**src/rtl/cam_threshold_writer.sv**
```systemverilog
// cam_threshold_writer
//   Camera-side front end for the 1-bit SPRAM frame buffer. Takes the parallel
//   camera byte stream (vsync/href/data, YUV422), picks out the luma byte of
//   every pixel, binarizes it against a per-frame threshold and emits
//   sequential single-bit pixel writes plus a per-frame done/error pulse.
//
//   Ports
//     w_clk        camera pixel clock, rising edge
//     w_rst_n      asynchronous active-low reset
//     cam_vsync    frame sync (high in vertical blank)
//     cam_href     line valid
//     cam_data     camera byte
//     threshold    binarization level, latched at frame start
//     enable       capture enable, sampled at frame start
//     wr_en        one-cycle pixel write strobe
//     wr_addr      pixel address, row-major
//     wr_data      binarized pixel
//     frame_done   pulse: complete well-formed frame written
//     frame_error  pulse: malformed frame discarded
//     busy         high while capturing a frame
//
//   state  | meaning
//   SYNC   | after reset; wait for vsync high so a partial frame is never taken
//   VBLANK | vertical blank; start a frame on vsync fall if enabled
//   ACTIVE | capturing lines; vsync rise closes and judges the frame
module cam_threshold_writer #(
    parameter int H_PIXELS        = 320,
    parameter int V_LINES         = 240,
    parameter int BYTES_PER_PIXEL = 2,
    parameter int Y_BYTE_IDX      = 1,
    parameter bit INVERT          = 1'b0
) (
    input  logic        w_clk,
    input  logic        w_rst_n,
    input  logic        cam_vsync,
    input  logic        cam_href,
    input  logic [7:0]  cam_data,
    input  logic [7:0]  threshold,
    input  logic        enable,
    output logic        wr_en,
    output logic [16:0] wr_addr,
    output logic        wr_data,
    output logic        frame_done,
    output logic        frame_error,
    output logic        busy
);

    localparam int COL_W = $clog2(H_PIXELS + 2);
    localparam int ROW_W = $clog2(V_LINES + 2);
    localparam int PH_W  = (BYTES_PER_PIXEL > 1) ? $clog2(BYTES_PER_PIXEL) : 1;

    localparam logic [COL_W-1:0] COL_H    = COL_W'(H_PIXELS);
    localparam logic [COL_W-1:0] COL_SAT  = COL_W'(H_PIXELS + 1);
    localparam logic [ROW_W-1:0] ROW_V    = ROW_W'(V_LINES);
    localparam logic [PH_W-1:0]  PH_Y     = PH_W'(Y_BYTE_IDX);
    localparam logic [PH_W-1:0]  PH_LAST  = PH_W'(BYTES_PER_PIXEL - 1);
    localparam logic [16:0]      ADDR_H   = 17'(H_PIXELS);
    localparam logic [16:0]      PIX_ALL  = 17'(H_PIXELS * V_LINES);

    typedef enum logic [1:0] {ST_SYNC, ST_VBLANK, ST_ACTIVE} state_t;

    state_t           r_state;
    state_t           w_state_nxt;

    logic             r_vs1, r_vs2, r_hs1, r_hs2;
    logic [7:0]       r_d1;
    logic [7:0]       r_thr;
    logic [COL_W-1:0] r_col;
    logic [PH_W-1:0]  r_phase;
    logic [ROW_W-1:0] r_row;
    logic [16:0]      r_base;
    logic [16:0]      r_pix;
    logic             r_err;

    logic             w_vs_rise, w_vs_fall, w_hs_rise, w_hs_fall;
    logic             w_start, w_eval, w_capture;
    logic [COL_W-1:0] w_col_eff;
    logic [PH_W-1:0]  w_ph_eff;
    logic             w_ph_last, w_write, w_line_end, w_line_bad, w_frame_ok;

    assign w_vs_rise = r_vs1 & ~r_vs2;
    assign w_vs_fall = ~r_vs1 & r_vs2;
    assign w_hs_rise = r_hs1 & ~r_hs2;
    assign w_hs_fall = ~r_hs1 & r_hs2;

    always_ff @(posedge w_clk or negedge w_rst_n) begin
        if (!w_rst_n) r_state <= ST_SYNC;
        else          r_state <= w_state_nxt;
    end

    always_comb begin
        w_state_nxt = r_state;
        case (r_state)
            ST_SYNC:   if (r_vs1)                w_state_nxt = ST_VBLANK;
            ST_VBLANK: if (w_vs_fall && enable)  w_state_nxt = ST_ACTIVE;
            ST_ACTIVE: if (w_vs_rise)            w_state_nxt = ST_VBLANK;
            default:                             w_state_nxt = ST_SYNC;
        endcase
    end

    // The vsync-rise cycle only judges the frame; bytes seen then are dropped
    // so the last write always leads frame_done by at least one cycle.
    always_comb begin
        w_start   = (r_state == ST_VBLANK) && w_vs_fall && enable;
        w_eval    = (r_state == ST_ACTIVE) && w_vs_rise;
        w_capture = (r_state == ST_ACTIVE) && !w_vs_rise;
        busy      = (r_state == ST_ACTIVE);
    end

    // On the href rising cycle the counters are treated as already cleared.
    assign w_col_eff  = w_hs_rise ? '0 : r_col;
    assign w_ph_eff   = w_hs_rise ? '0 : r_phase;
    assign w_ph_last  = (w_ph_eff == PH_LAST);
    assign w_write    = w_capture && r_hs1 && (w_ph_eff == PH_Y) &&
                        (w_col_eff < COL_H) && (r_row < ROW_V);
    // A nonzero phase at line end means href dropped mid-pixel.
    assign w_line_end = (r_state == ST_ACTIVE) && w_hs_fall;
    assign w_line_bad = w_line_end &&
                        ((r_col != COL_H) || (r_phase != '0) || (r_row >= ROW_V));
    assign w_frame_ok = (r_pix == PIX_ALL) && !r_err && !w_line_bad;

    always_ff @(posedge w_clk or negedge w_rst_n) begin
        if (!w_rst_n) begin
            r_vs1       <= 1'b0;
            r_vs2       <= 1'b0;
            r_hs1       <= 1'b0;
            r_hs2       <= 1'b0;
            r_d1        <= '0;
            r_thr       <= '0;
            r_col       <= '0;
            r_phase     <= '0;
            r_row       <= '0;
            r_base      <= '0;
            r_pix       <= '0;
            r_err       <= 1'b0;
            wr_en       <= 1'b0;
            wr_addr     <= '0;
            wr_data     <= 1'b0;
            frame_done  <= 1'b0;
            frame_error <= 1'b0;
        end else begin
            r_vs1 <= cam_vsync;
            r_vs2 <= r_vs1;
            r_hs1 <= cam_href;
            r_hs2 <= r_hs1;
            r_d1  <= cam_data;

            if (w_start) begin
                r_thr   <= threshold;
                r_col   <= '0;
                r_phase <= '0;
                r_row   <= '0;
                r_base  <= '0;
                r_pix   <= '0;
                r_err   <= 1'b0;
            end else begin
                if (w_capture && r_hs1) begin
                    r_phase <= w_ph_last ? '0 : w_ph_eff + 1'b1;
                    // Column saturates one past the line width: enough to
                    // flag long lines without wrapping.
                    if (w_ph_last && (w_col_eff != COL_SAT)) r_col <= w_col_eff + 1'b1;
                    else                                     r_col <= w_col_eff;
                end
                if (w_write) r_pix <= r_pix + 1'b1;
                if (w_line_end) begin
                    if (r_row < ROW_V) begin
                        r_row  <= r_row + 1'b1;
                        r_base <= r_base + ADDR_H;
                    end
                    if (w_line_bad) r_err <= 1'b1;
                end
            end

            wr_en <= w_write;
            if (w_write) begin
                wr_addr <= r_base + 17'(w_col_eff);
                wr_data <= (r_d1 >= r_thr) ^ INVERT;
            end
            frame_done  <= w_eval && w_frame_ok;
            frame_error <= w_eval && !w_frame_ok;
        end
    end

endmodule

```
**config.mk**
```make
export PLATFORM = sky130hd
export DESIGN_NAME = cam_threshold_writer
export DESIGN_NICKNAME = d
export VERILOG_FILES = /design/src/rtl/cam_threshold_writer.sv
export SDC_FILE = /design/constraint.sdc
export NUM_CORES = 1
export LEC_CHECK = 0
export BUFFER_PORTS_ARGS = -buffer_cell sky130_fd_sc_hd__buf_2
export CAP_MARGIN = 15
export CORE_MARGIN = 2
export CORE_UTILIZATION = 26
export CTS_CLUSTER_DIAMETER = 60
export DETAILED_ROUTE_END_ITERATION = 10
export HOLD_SLACK_MARGIN = 0.03
export MAX_ROUTING_LAYER = met4
export PLACE_DENSITY = 0.51
export RECOVER_POWER = 50
export REMOVE_ABC_BUFFERS = 1
export SLEW_MARGIN = 5
export SYNTH_ARGS = -nofsm -noshare
export SYNTH_HDL_FRONTEND = slang
export SYNTH_SLANG_ARGS = --single-unit
```
**constraint.sdc**
```tcl
create_clock -name w_clk -period 6.5 [get_ports w_clk]
set_input_delay 0.975 -clock w_clk [delete_from_list [all_inputs] [get_ports w_clk]]
set_output_delay 0.975 -clock w_clk [all_outputs]
set_load 0.03 [all_outputs]
```
* Word-level counts from Yosys, hierarchy flattened
Index checks and enable logic that the tools add are counted.
Widths: inputs -> output; s select.
** Word-level totals
- Bits of input ports :: 21
- Register bits :: 96
- Output and inout bits :: 22
- Logic and storage cells :: 98
** Cells by class
- $add $sub $neg :: 6
- Order comparisons :: 4
- Reductions and logical operators :: 31
- Mux-type cells :: 23
- Bitwise gates (word level) :: 8
- Equal/unequal tests :: 8
** Operator list (count)
- $mux 17 :: 5
- $mux 9 :: 4
- $mux 8 :: 3
- $ne 9x9->1 const B :: 2
- $add 17x1->17 const B :: 1
- $add 17x9->17 :: 1
- $add 17x9->17 const B :: 1
- $eq 17x17->1 const B :: 1
- $logic_and 1x1->1 :: 16
- $reduce_bool 2->1 :: 5
- $add 9x1->9 const B :: 1
- $lt 9x9->1 const B :: 1
- $add 8x1->8 const B :: 1
- $ge 8x8->1 :: 1
- $ge 8x8->1 const B :: 1
- $lt 8x8->1 const B :: 1
- $mux 1 :: 7
- $mux 2 :: 3
- $pmux 2 s3 :: 1
- $and 1x1->1 :: 4
- $logic_not 1->1 :: 4
- $ne 2x2->1 const B :: 2
- $not 1->1 :: 4
- $reduce_and 2->1 :: 2
- other kinds (7) :: 8

* Longest topological paths before layout
Gate-level depths: netlist (run 1).
- Depth after elaboration :: 10
- Gate-level depth with buffers :: 9
- Depth with buffers taken out :: 8

* Least setup slack after synthesis (run 1)
Ideal clock, no wire load.
- Path type :: in2reg
- From :: input port enable
- To :: register r_base[15]
- Data required time :: 6.371 ns
- Setup time :: 0.129 ns
- Path buffers :: 1
- Stages on the path :: 6
- Slack :: 4.197 ns
- Arrival :: 2.174 ns
- Cells stage by stage :: nand2_2 or4b_4 buf_6 a2111oi_4 xnor2_1 nor2_2
** Between the ends
- Word-level cells in the longest chain between the ends :: 3
- Elaborated cells on any way between the ends :: 5
- Those cells by class :: mux (1); reduce/logical (4)
** Ends and longest elaborated chain
- start: declaration :: RTL line 39 : input logic enable,
- $logic_and 1x1->1 (*) :: RTL line 104 : w_start = (r_state == ST_VBLANK) && w_vs_fall && enable;
- $reduce_bool 2->1 (no source line)
- $reduce_and 2->1 (no source line)
- end signal: assignment :: RTL line 168 : r_base <= r_base + ADDR_H;
- end: declaration :: RTL line 71 : logic [16:0] r_base;
Mark *: on every way between the ends. The rest lies on a longest branch, timed or not.
A chain may end at the register's enable or synchronous reset.

* Worst setup path after layout (run 1)
- From :: input port enable
- To :: register r_row[6]
** Between the ends
- Word-level cells in the longest chain between the ends :: 3
- Elaborated cells on any way between the ends :: 5
- Those cells by class :: mux (1); reduce/logical (4)
** Ends and longest elaborated chain
- $logic_and 1x1->1 (*) :: RTL line 104
- $reduce_bool 2->1 (no source line)
- $reduce_and 2->1 (no source line)
- end signal: assignment :: RTL line 167 : r_row <= r_row + 1'b1;
- end: declaration :: RTL line 70 : logic [ROW_W-1:0] r_row;
Marks and branches as above.

==> run summary, run 1 <==
Outcome: complete, but fails checks
Failing checks: capacitance limit, slew limit
Top-count cell post-synth: dfrtp_1
Routed WL per cell: 13.76 um
Total gr overflow: 0
Top FF cell, synth: dfrtp_1
Most area-hungry cell type in the Yosys netlist: dfrtp_1
Post-synth ARST share: 100.0%
Drt pass-1 iters: 4
Startpoint types: input port
Post-synthesis cell count: 449
H-Tree Level Count: 3
Via count: 3296
Cell area after layout: 0.005150 mm2
Yosys top cell area share: 50.36%
Post-CTS setup buffer count: 0
#FFs+latches synth: 90
Site row count: 47
Post-synthesis sequential area ratio: 50.36%
Worst r2r dst: r_row[6]
DRC Markers: 0
Post-DP HPWL: 6775 um
Die Ht: 135.1 um
Antenna violations before repair: 0
Area Growth Syn to Fin: 15.17%
Final worst path period share: 61.37%
Clock Skews: 6.223 ps
Ant. Diodes: 0
RSZ-0062 raised after global routing: false
Crit path max-delay cell type: clkbuf_1
Worst hold path type: reg -> reg
Hold_sp: wr_addr[4]
Largest net degree at the start of global routing: 73
TritonCTS buffer count: 9
Worst r2r src: r_vs2
Avg Vias per Cell: 4.649
Fmax: 250.7 MHz
Post-synth EDFFs: 0
TritonCTS clock tree: done
First-pass GRT wire length: 16650 um
Worst-skew pair later-pin latency: 350 ps
Worst-path clk slew: 60 ps
Final nets: 523
Post-synth cell types: 57
Worst Max-Slew Pin Slew: 2236 ps
WP data arrival: 4230 ps
Clk buf depth: 2
Top cells by count, synth: dfrtp_1, nand2_1, nor2_1, o21ai_0, xnor2_1
Antenna viol nets, final: 0
Yosys warns: 0
Max cap viols: 1
Crit-path cells: buf_2 -> nand2_1 -> nor4b_1 -> clkbuf_1 -> nor2_1 -> or3_1 -> a21oi_1
Mean Syn Cell Area: 9.959 um2
# hold bufs at CTS: 0
Worst path max stage delay: 1640 ps
Placed Instance Area: 0.004882 mm2
WS Path Type: in -> reg
Final hold violation count: 0
CTS resizes: 0
Leak: 2.164 nW
Root buf cell: clkbuf_16
PortBufs: 42
Top cells by area, synth: dfrtp_1, xnor2_1, ha_1
GRT Util Overall: 11.86%
Starting DRT DRC Count: 201
Initial core utilization: 26.78%
Worst r2r path cells: 6
CP Capture Type: register
Vias in the first global route: 3311
Crit Path Max Fanout: 54
Wirelength, routed: 9754 um
Reg2Reg Setup Slack: 2810 ps
Layout cells sized above 1: 10.02%
I/O Pins: 43
VDD IR max: 0.1215 mV
Req. time, crit path: 6750 ps
Final Max Tran Viols: 55
Hold Path Depth: 2
GPL Wtd Cong: 0.8577
Pwr dens: 255.0 mW/mm2
Worst rel slew slack: -49.09%
Hold Path Sink: wr_addr[4]
Final setup TNS: 0 ps
CTS Sinks: 90
Final setup viols: 0
Core area: 0.01670 mm2
Die width: 135.1 um
Tmin final: 3989 ps
Die footprint: 0.01826 mm2
Post-Syn Area: 0.004472 mm2
==> report_power, final <==
group	switching (W)	leakage (nW)	internal [W]	total, W
registers	0.0000420	1.21	0.000604	0.000646
clock network	0.000209	0.141	0.000315	0.000524
logic	0.0000870	0.818	0.0000566	0.000144
total	0.000338	2.16	0.000975	0.00131
==> cell usage in the layout, fill, tap and decap left out, types with 2 or more instances in the layout <==
cell and n:
a21oi_1 13, a22o_1 3, a31oi_1 5, and2_1 9, and3_1 4, and4_1 5
buf_2 21, clkbuf_1 23, clkbuf_16 9, clkbuf_8 2, dfrtp_1 90, ha_1 16
inv_1 17, nand2_1 51, nand2b_1 3, nand3_1 18, nand4_1 8, nand4_2 2
nor2_1 38, nor2b_1 3, nor3_1 10, nor3b_1 5, nor4_1 13, nor4b_1 2
o2111ai_1 3, o21a_1 4, o21ai_0 31, o21ai_1 13, o31ai_1 3, or3_1 3
xnor2_1 30, xor2_1 6
==> kinds of logic (layout without fill, tap and decap cells) <==
logic type               Yosys count  count (layout)  synth area share (%)
multiplexers                       1               1                0.2518
flip-flops                        90              90                 50.36
AND/OR/NAND/NOR                  184             184                 22.02
buffers and inverters             37              77                 3.581
XOR/XNOR                          36              36                 7.051
AO/OA/AOI/OAI                     85              85                 12.26
adder cells (fa/ha/maj)           16              16                 4.477
==> worst max-delay path by stage <==
stage                      start    endpoint  slack, ps  cells past startpoint
after floorplan           enable  r_base[14]       3150                      5
after global placement     r_hs1  wr_addr[0]       3670                      5
after detailed placement   r_hs1  wr_addr[0]       3530                      5
after CTS                  r_hs2  wr_addr[0]       3510                      5
after global routing      enable  r_base[14]       1910                      7
final                     enable    r_row[6]       2510                      7
==> flip-flops by register name, indices dropped and copies added, names as in the netlist, 2 cells and up <==
| register | flops |
|---|---|
| r_thr | 8 |
| wr_addr | 17 |
| r_state | 2 |
| r_base | 11 |
| r_pix | 17 |
| r_row | 8 |
| r_d1 | 8 |
| r_col | 9 |
==> critical path: cells and delay by family <==
family | cells | cell delay [ps]
simple gates | 4 | 1390
compound gates | 1 | 150
buf+inv | 2 | 1720
==> stage by stage <==
stage               setup slack (ps)  hold WS [ps]  util [%]  total power, W  std cells
global placement                3672         467.2     29.23       0.0007988        694
floorplan                       3154         449.7         -       0.0007449        430
global route                    1913         496.5     30.84        0.001384        709
CTS                             3512         465.2     30.99        0.001338        708
finish                          2511         464.6     30.84        0.001313        709
detailed placement              3527         451.2     29.23       0.0008042        694
==> per-layer routing <==
| metal | track usage [%] | vias to the layer above | part of all wire [%] |
|---|---|---|---|
| met3 | 3.629 | 7 | 5.5 |
| met1 | 15.20 | 1574 | 48 |
| li1 | - | 1647 | - |
| met4 | 4.109 | 0 | 1.1 |
| met5 | - | - | 0 |
| met2 | 17.88 | 68 | 45 |
==> area by class of cell <==
class	instances	area, um2
well taps	220	275.3
flip-flops and latches	90	2252
fillers	1732	11550
multi-input cells	322	2038
repair buffers	45	222.7
clock inverters	2	37.54
inverters	18	67.56
clock buffers	12	256.5
(Power assumes the default switching activity.)
==> inputs of run 2 (changes only) <==
ABC_AREA = 1   (was unset)
clock period = 4 ns   (was 6.5 ns; I/O delays follow)
==> run 2 against run 1 <==
Against the previous run: the run still ends with capacitance limit, slew limit left; critical path depth is 5 lower; first-iteration DRC count rose by 62%; cell area up 8.4%; power grew 120%; clock skew rose by 3.0 ps; register-to-register slack worse by 1200 ps; core utilization hardly changed; die area increased by 7.5%; non-clock buffer count unchanged; routed wire length grew 17%; synthesized cell count grew 38%; highest routed layer unchanged.
==> run summary, run 2 <==
Outcome: complete, but fails checks (unchanged)
Failing checks: capacitance limit, slew limit (unchanged)
CTS Sinks: 90 (unchanged)
Yosys top cell area share: 46.73% (was 50.36%)
Most common cell after layout, fill and taps aside: nand2_1 (was dfrtp_1)
VDD IR max: 0.3054 mV (was 0.1215 mV)
Largest net degree at the start of global routing: 43 (was 73)
GRT Util Overall: 12.71% (was 11.86%)
Most frequent cells in the layout: nand2_1, dfrtp_1, inv_1 (was dfrtp_1, nand2_1, nor2_1)
Mean Syn Cell Area: 7.799 um2 (was 9.959 um2)
#FFs+latches synth: 90 (unchanged)
Req. time, crit path: 4480 ps (was 6750 ps)
Die footprint: 0.01964 mm2 (was 0.01826 mm2)
Post-synth EDFFs: 0 (unchanged)
Post-synthesis sequential area ratio: 46.73% (was 50.36%)
Worst path top cell family by delay: buffers and inverters (unchanged)
Worst path max stage delay: 1640 ps (about the same)
Post-synth ARST share: 100.0% (unchanged)
GPL Wtd Cong: 0.8519 (was 0.8577)
CP Launch Point: w_rst_n (was enable)
Startpoint types: input port (unchanged)
Total gr overflow: 0 (unchanged)
Die Ht: 140.2 um (was 135.1 um)
Final Max Tran Viols: 43 (was 55)
Final worst path period share: 59.97%
Crit path max-delay cell type: clkbuf_1 (unchanged)
Placed Instance Area: 0.005250 mm2 (was 0.004882 mm2)
Drt pass-1 iters: 4 (unchanged)
Worst r2r src: r_state[0] (was r_vs2)
WP data arrival: 2880 ps (was 4230 ps)
I/O Pins: 43 (unchanged)
WS Path Type: in -> async (was in -> reg)
Hold_sp: cam_data[5] (was wr_addr[4])
Final hold violation count: 0 (unchanged)
TritonCTS buffer count: 9 (unchanged)
Top FF cell, synth: dfrtp_1 (unchanged)
First-pass GRT wire length: 19590 um (was 16650 um)
Core area: 0.01809 mm2 (was 0.01670 mm2)
# hold bufs at CTS: 0 (unchanged)
Leak: 2.777 nW (was 2.164 nW)
Post-Syn Area: 0.004820 mm2 (was 0.004472 mm2)
Starting DRT DRC Count: 326 (was 201)
Avg Vias per Cell: 4.535 (was 4.649)
Final setup TNS: 0 ps (unchanged)
Fmax: 416.9 MHz
Crit Path Max Fanout: 42 (was 54)
Met2 WL: 5261 um (was 4414 um)
Antenna viol nets, final: 0 (unchanged)
DRC Markers: 0 (unchanged)
Tmin final: 2399 ps
Worst Max-Slew Pin Slew: 2338 ps (was 2236 ps)
Worst rel slew slack: -55.87% (was -49.09%)
Top cells by area, synth: dfrtp_1, nand2_1, inv_1 (was dfrtp_1, xnor2_1, ha_1)
Post-Route M1 WL: 5725 um (was 4697 um)
Site row count: 49 (was 47)
Via count: 4050 (was 3296)
H-Tree Level Count: 3 (unchanged)
Final nets: 696 (was 523)
Area Growth Syn to Fin: 15.78% (was 15.17%)
Die width: 140.2 um (was 135.1 um)
Buffers & Inverters on Critical Path: 2 (unchanged)
Wirelength, routed: 11450 um (was 9754 um)
Layout Utilization: 30.85% (was 30.84%)
Most area-hungry cell type in the Yosys netlist: dfrtp_1 (unchanged)
Crit-path cells: clkbuf_1 -> buf_4 (was buf_2 -> nand2_1 -> nor4b_1 -> clkbuf_1 -> nor2_1 -> or3_1 -> a21oi_1)
Layout cells sized above 1: 11.90% (was 10.02%)
Top cells by count, synth: nand2_1, dfrtp_1, inv_1, nor2_1, nand3_1 (was dfrtp_1, nand2_1, nor2_1, o21ai_0, xnor2_1)
Final setup viols: 0 (unchanged)
TritonCTS clock tree: done (unchanged)
Cell area after layout: 0.005580 mm2 (was 0.005150 mm2)
Clk buf depth: 2 (unchanged)
Clock Skews: 9.264 ps (was 6.223 ps)
Ant. Diodes: 0 (unchanged)
Initial core utilization: 26.65% (was 26.78%)
Vias in the first global route: 3873 (was 3311)
Post-DP HPWL: 7902 um (was 6775 um)
Top-count cell post-synth: nand2_1 (was dfrtp_1)
Root buf cell: clkbuf_16 (unchanged)
Final WS setup: 1601 ps (was 2511 ps)
Top Metal Used: met4 (unchanged)
RSZ-0062 raised after global routing: false (unchanged)
Worst hold path type: in -> reg (was reg -> reg)
DP Worst Slack: 1630 ps (was 3527 ps)
CTS resizes: 0 (unchanged)
Post-CTS setup buffer count: 0 (unchanged)
Routed WL per cell: 12.82 um (was 13.76 um)
Pwr dens: 516.9 mW/mm2 (was 255.0 mW/mm2)
Post-synthesis cell count: 618 (was 449)
PortBufs: 42 (unchanged)
Antenna violations before repair: 0 (unchanged)
Yosys warns: 0 (unchanged)
CP Capture Type: async pin (was register)
Max cap viols: 1 (unchanged)
Worst-path clk slew: 70 ps (was 60 ps)
Post-synth cell types: 34 (was 57)
Largest regs: r_pix: 17 flops, wr_addr: 17 flops, r_base: 11 flops (unchanged)
Metal3 WL: 285 um (was 538 um)
Worst-skew pair later-pin latency: 350 ps (about the same)
==> run 2: cells by family after synthesis <==
family | Yosys count | synth area share, %
fa+ha+maj | 16 | 4.154
buf+inv | 93 | 8.073
xor+xnor | 11 | 1.999
simple gates | 335 | 30.92
compound gates | 73 | 8.126
flops | 90 | 46.73
==> run 2: metrics by stage <==
step	hold WS, ps	total power [W]	cells
2_1_floorplan	304.4	0.001722	603
3_3_place_gp	356.6	0.001938	877
3_5_place_dp	364.2	0.001939	877
4_1_cts	251.2	0.002924	893
5_1_grt	339.5	0.003079	893
6_report	354.4	0.002885	893
==> run 2: final timing paths <==
check / end / slack, ps / cells after the start
worst max-delay path: r_hs1 / 1600 / 2
max in group w_clk: r_pix[16] / 1650 / 8
worst min-delay path: r_d1[5] / 350 / 1
min in group asynchronous: r_pix[12] / 950 / 1
worst max register to register: r_pix[16] / 1650 / 8
worst min register to register: r_vs2 / 380 / 0
==> run 2: layout make-up <==
type / count / area, um2
Sequential cell: 90 / 2252
Tap cell: 229 / 286.5
Inverter: 78 / 297.8
Fill cell: 1889 / 12510
Timing Repair Buffer: 45 / 231.5
Clock buffer: 12 / 266.5
Multi-Input combinational cell: 435 / 2173
Clock inverter: 4 / 72.57
==> run 2: per-layer routing <==
metal | up-vias | track usage, %
met5 | - | -
met4 | 0 | 5.051
met3 | 11 | 2.291
met2 | 54 | 19.50
met1 | 1897 | 16.71
li1 | 2088 | -
==> run 2: where the power goes <==
part	total (W)	switching [W]	internal (W)
Clock	0.000970	0.000372	0.000598
Combinational	0.000675	0.000441	0.000234
Sequential	0.00124	0.000154	0.00109
Total	0.00288	0.000967	0.00192
==> inputs of run 3 (changes only) <==
ABC_AREA = 0   (was 1)
PLACE_DENSITY = 0.53   (was 0.51)
clock period = 2 ns   (was 4 ns; I/O delays follow)
==> run 3 against run 2 <==
Against the previous run: the run now ends clean; clock skew grew 2.5 ps; sequential cell count unchanged; first-iteration DRC count decreased by 14%; setup slack lost 1500 ps; die area decreased by 7.0%; register-to-register slack lost 1500 ps; core utilization rose by 1.7 points; via count fell by 15%; critical path depth grew 8; global-route usage down 0.61 points; cell area decreased by 2.4%; worst hold slack lost 300 ps.
==> run summary, run 3 (same netlist as run 1, synthesis figures left out) <==
Outcome: finished clean (was complete, but fails checks)
Clk buf depth: 2 (unchanged)
Largest net degree at the start of global routing: 38 (was 43)
Crit path max-delay cell type: dfrtp_1 (was clkbuf_1)
VDD IR max: 0.5842 mV (was 0.3054 mV)
Hold Path Depth: 1 (unchanged)
Most frequent cells in the layout: dfrtp_1, nand2_1, buf_2 (was nand2_1, dfrtp_1, inv_1)
Site row count: 47 (was 49)
Req. time, crit path: 2240 ps (was 4480 ps)
Crit-path cells: buf_4 -> nand2b_4 -> and2_1 -> ha_4 -> a21o_1 -> a21oi_2 -> buf_6 -> nor3_2 -> xnor2_1 -> o21ai_1 (was clkbuf_1 -> buf_4)
Core area: 0.01670 mm2 (was 0.01809 mm2)
WS Path Type: reg -> reg (was in -> async)
Die Ht: 135.1 um (was 140.2 um)
Tmin final: 1876 ps
Root buf cell: clkbuf_16 (unchanged)
Post-DP HPWL: 7003 um (was 7902 um)
Avg Vias per Cell: 4.683 (was 4.535)
WHS: 52.89 ps (was 354.4 ps)
TritonCTS buffer count: 9 (unchanged)
Worst Max-Slew Pin Slew: 880.2 ps (was 2338 ps)
Fmax: 533.0 MHz
Placed Instance Area: 0.005055 mm2 (was 0.005250 mm2)
Largest regs: r_pix: 17 flops, wr_addr: 17 flops, r_base: 11 flops (unchanged)
CP Capture Type: register (was async pin)
DRC Markers: 0 (unchanged)
Multi-input logic area: 0.002120 mm2 (was 0.002173 mm2)
Starting DRT DRC Count: 280 (was 326)
Final hold violation count: 0 (unchanged)
Area Growth Syn to Fin: 21.74% (was 15.78%)
Antenna viol nets, final: 0 (unchanged)
Most common cell after layout, fill and taps aside: dfrtp_1 (was nand2_1)
Layout cells sized above 1: 20.35% (was 11.90%)
CTS Sinks: 90 (unchanged)
I/O Pins: 43 (unchanged)
Worst-path clk slew: 70 ps (about the same)
Worst path top cell family by delay: simple AND/OR/NAND/NOR gates (was buffers and inverters)
Crit. path cell count: 10 (was 2)
Via count: 3423 (was 4050)
GPL Wtd Cong: 0.8362 (was 0.8519)
Worst rel slew slack: 41.32% (was -55.87%)
Initial core utilization: 26.78% (was 26.65%)
Buffers & Inverters on Critical Path: 2 (unchanged)
WP data arrival: 2120 ps (was 2880 ps)
Antenna violations before repair: 0 (unchanged)
PortBufs: 42 (unchanged)
Cell area after layout: 0.005444 mm2 (was 0.005580 mm2)
Die width: 135.1 um (was 140.2 um)
GRT Util Overall: 12.10% (was 12.71%)
First-pass GRT wire length: 17000 um (was 19590 um)
Final nets: 543 (was 696)
TritonCTS clock tree: done (unchanged)
RSZ-0062 raised after global routing: false (unchanged)
Crit Path Max Fanout: 8 (was 42)
Startpoint types: register (was input port)
H-Tree Level Count: 3 (unchanged)
Pwr dens: 811.1 mW/mm2 (was 516.9 mW/mm2)
Worst-skew pair later-pin latency: 350 ps (about the same)
Routed WL per cell: 13.69 um (was 12.82 um)
Worst path max stage delay: 360 ps (was 1640 ps)
Wirelength, routed: 10010 um (was 11450 um)
Max cap viols: 0 (was 1)
Worst hold path type: in -> reg (unchanged)
FILL cells: 1748 (was 1889)
Drt pass-1 iters: 4 (unchanged)
Final worst path period share: 93.82%
Leak: 2.383 nW (was 2.777 nW)
Ant. Diodes: 0 (unchanged)
Final Max Tran Viols: 0 (was 43)
Final setup viols: 0 (unchanged)
Total gr overflow: 0 (unchanged)
Die footprint: 0.01826 mm2 (was 0.01964 mm2)
Storage cell area: 0.002252 mm2 (unchanged)
Vias in the first global route: 3432 (was 3873)
Overall power: 0.004416 W (was 0.002885 W)
Worst r2r path cells: 10 (was 8)
Clock Skews: 11.81 ps (was 9.264 ps)
[run 3: changes by cell type in the layout (fill, tap and decap cells not counted), sizes merged, moves of 9 or more]
cell	previous run	this run
nand3	54	18
xnor2	2	30
buf	44	59
nor2	62	39
and2	0	9
nand2	179	53
nand4	27	10
inv	78	21
nor4	1	14
[run 3: metal layers]
metal | up-vias | wire length (um) | track usage [%]
met5 | - | 0 | -
met1 | 1669 | 4718 | 14.95
met4 | 0 | 82 | 3.241
met2 | 59 | 4763 | 19.20
met3 | 6 | 443 | 3.928
li1 | 1689 | - | -
[run 3: layout make-up]
class	count	share of cell area (%)
clock inverters	7	1.770
clock buffers	9	4.137
well taps	220	5.056
inverters	18	1.241
flip-flops and latches	90	41.37
multi-input cells	322	38.93
repair buffers	65	7.493
[run 3: report_power, final]
part | total, W | switching [W] | internal (W) | leakage, nW
combinational | 0.000498 | 0.000288 | 0.000210 | 1.02
sequential | 0.00210 | 0.000137 | 0.00196 | 1.21
clock | 0.00182 | 0.000812 | 0.00101 | 0.154
total | 0.00442 | 0.00124 | 0.00318 | 2.38
[run 3: worst paths after layout]
kind | from | endpoint | slack [ps]
worst max-delay path | r_hs1 | wr_addr[15] | 120
worst min-delay path | cam_data[0] | r_d1[0] | 50
worst max register to register | r_hs1 | wr_addr[15] | 120
worst min register to register | wr_addr[4] | wr_addr[4] | 480
max in group asynchronous | w_rst_n | r_vs1 | 370
min in group asynchronous | w_rst_n | r_d1[0] | 600
[run 3: worst reg2reg max path: stages (launching register included)]
cell,delay (ps)
dfrtp_1,360
buf_4,130
nand2b_4,50
and2_1,180
ha_4,280
a21o_1,150
a21oi_2,70
buf_6,140
nor3_2,210
xnor2_1,140
o21ai_1,70
[run 3: what timing repair did]
item | 4_1_cts | 5_1_grt
buffers inserted | 0 | 2
hold buffers | 1 | 0
endpoints found under the setup margin | 0 | 16
endpoints found under the hold margin | 31 | 0
resized for setup | 0 | 12
[run 3: per-stage QoR]
step / setup TNS [ps] / std cells / utilization, % / setup WS, ps
4_1_cts: 0 / 729 / 32.25 / 16.36
3_5_place_dp: 0 / 712 / 30.27 / 23.46
2_1_floorplan: -21940 / 430 / - / -782.3
6_report: 0 / 731 / 32.60 / 123.7
3_3_place_gp: 0 / 712 / 30.27 / 38.24
5_1_grt: 0 / 731 / 32.60 / 24.86
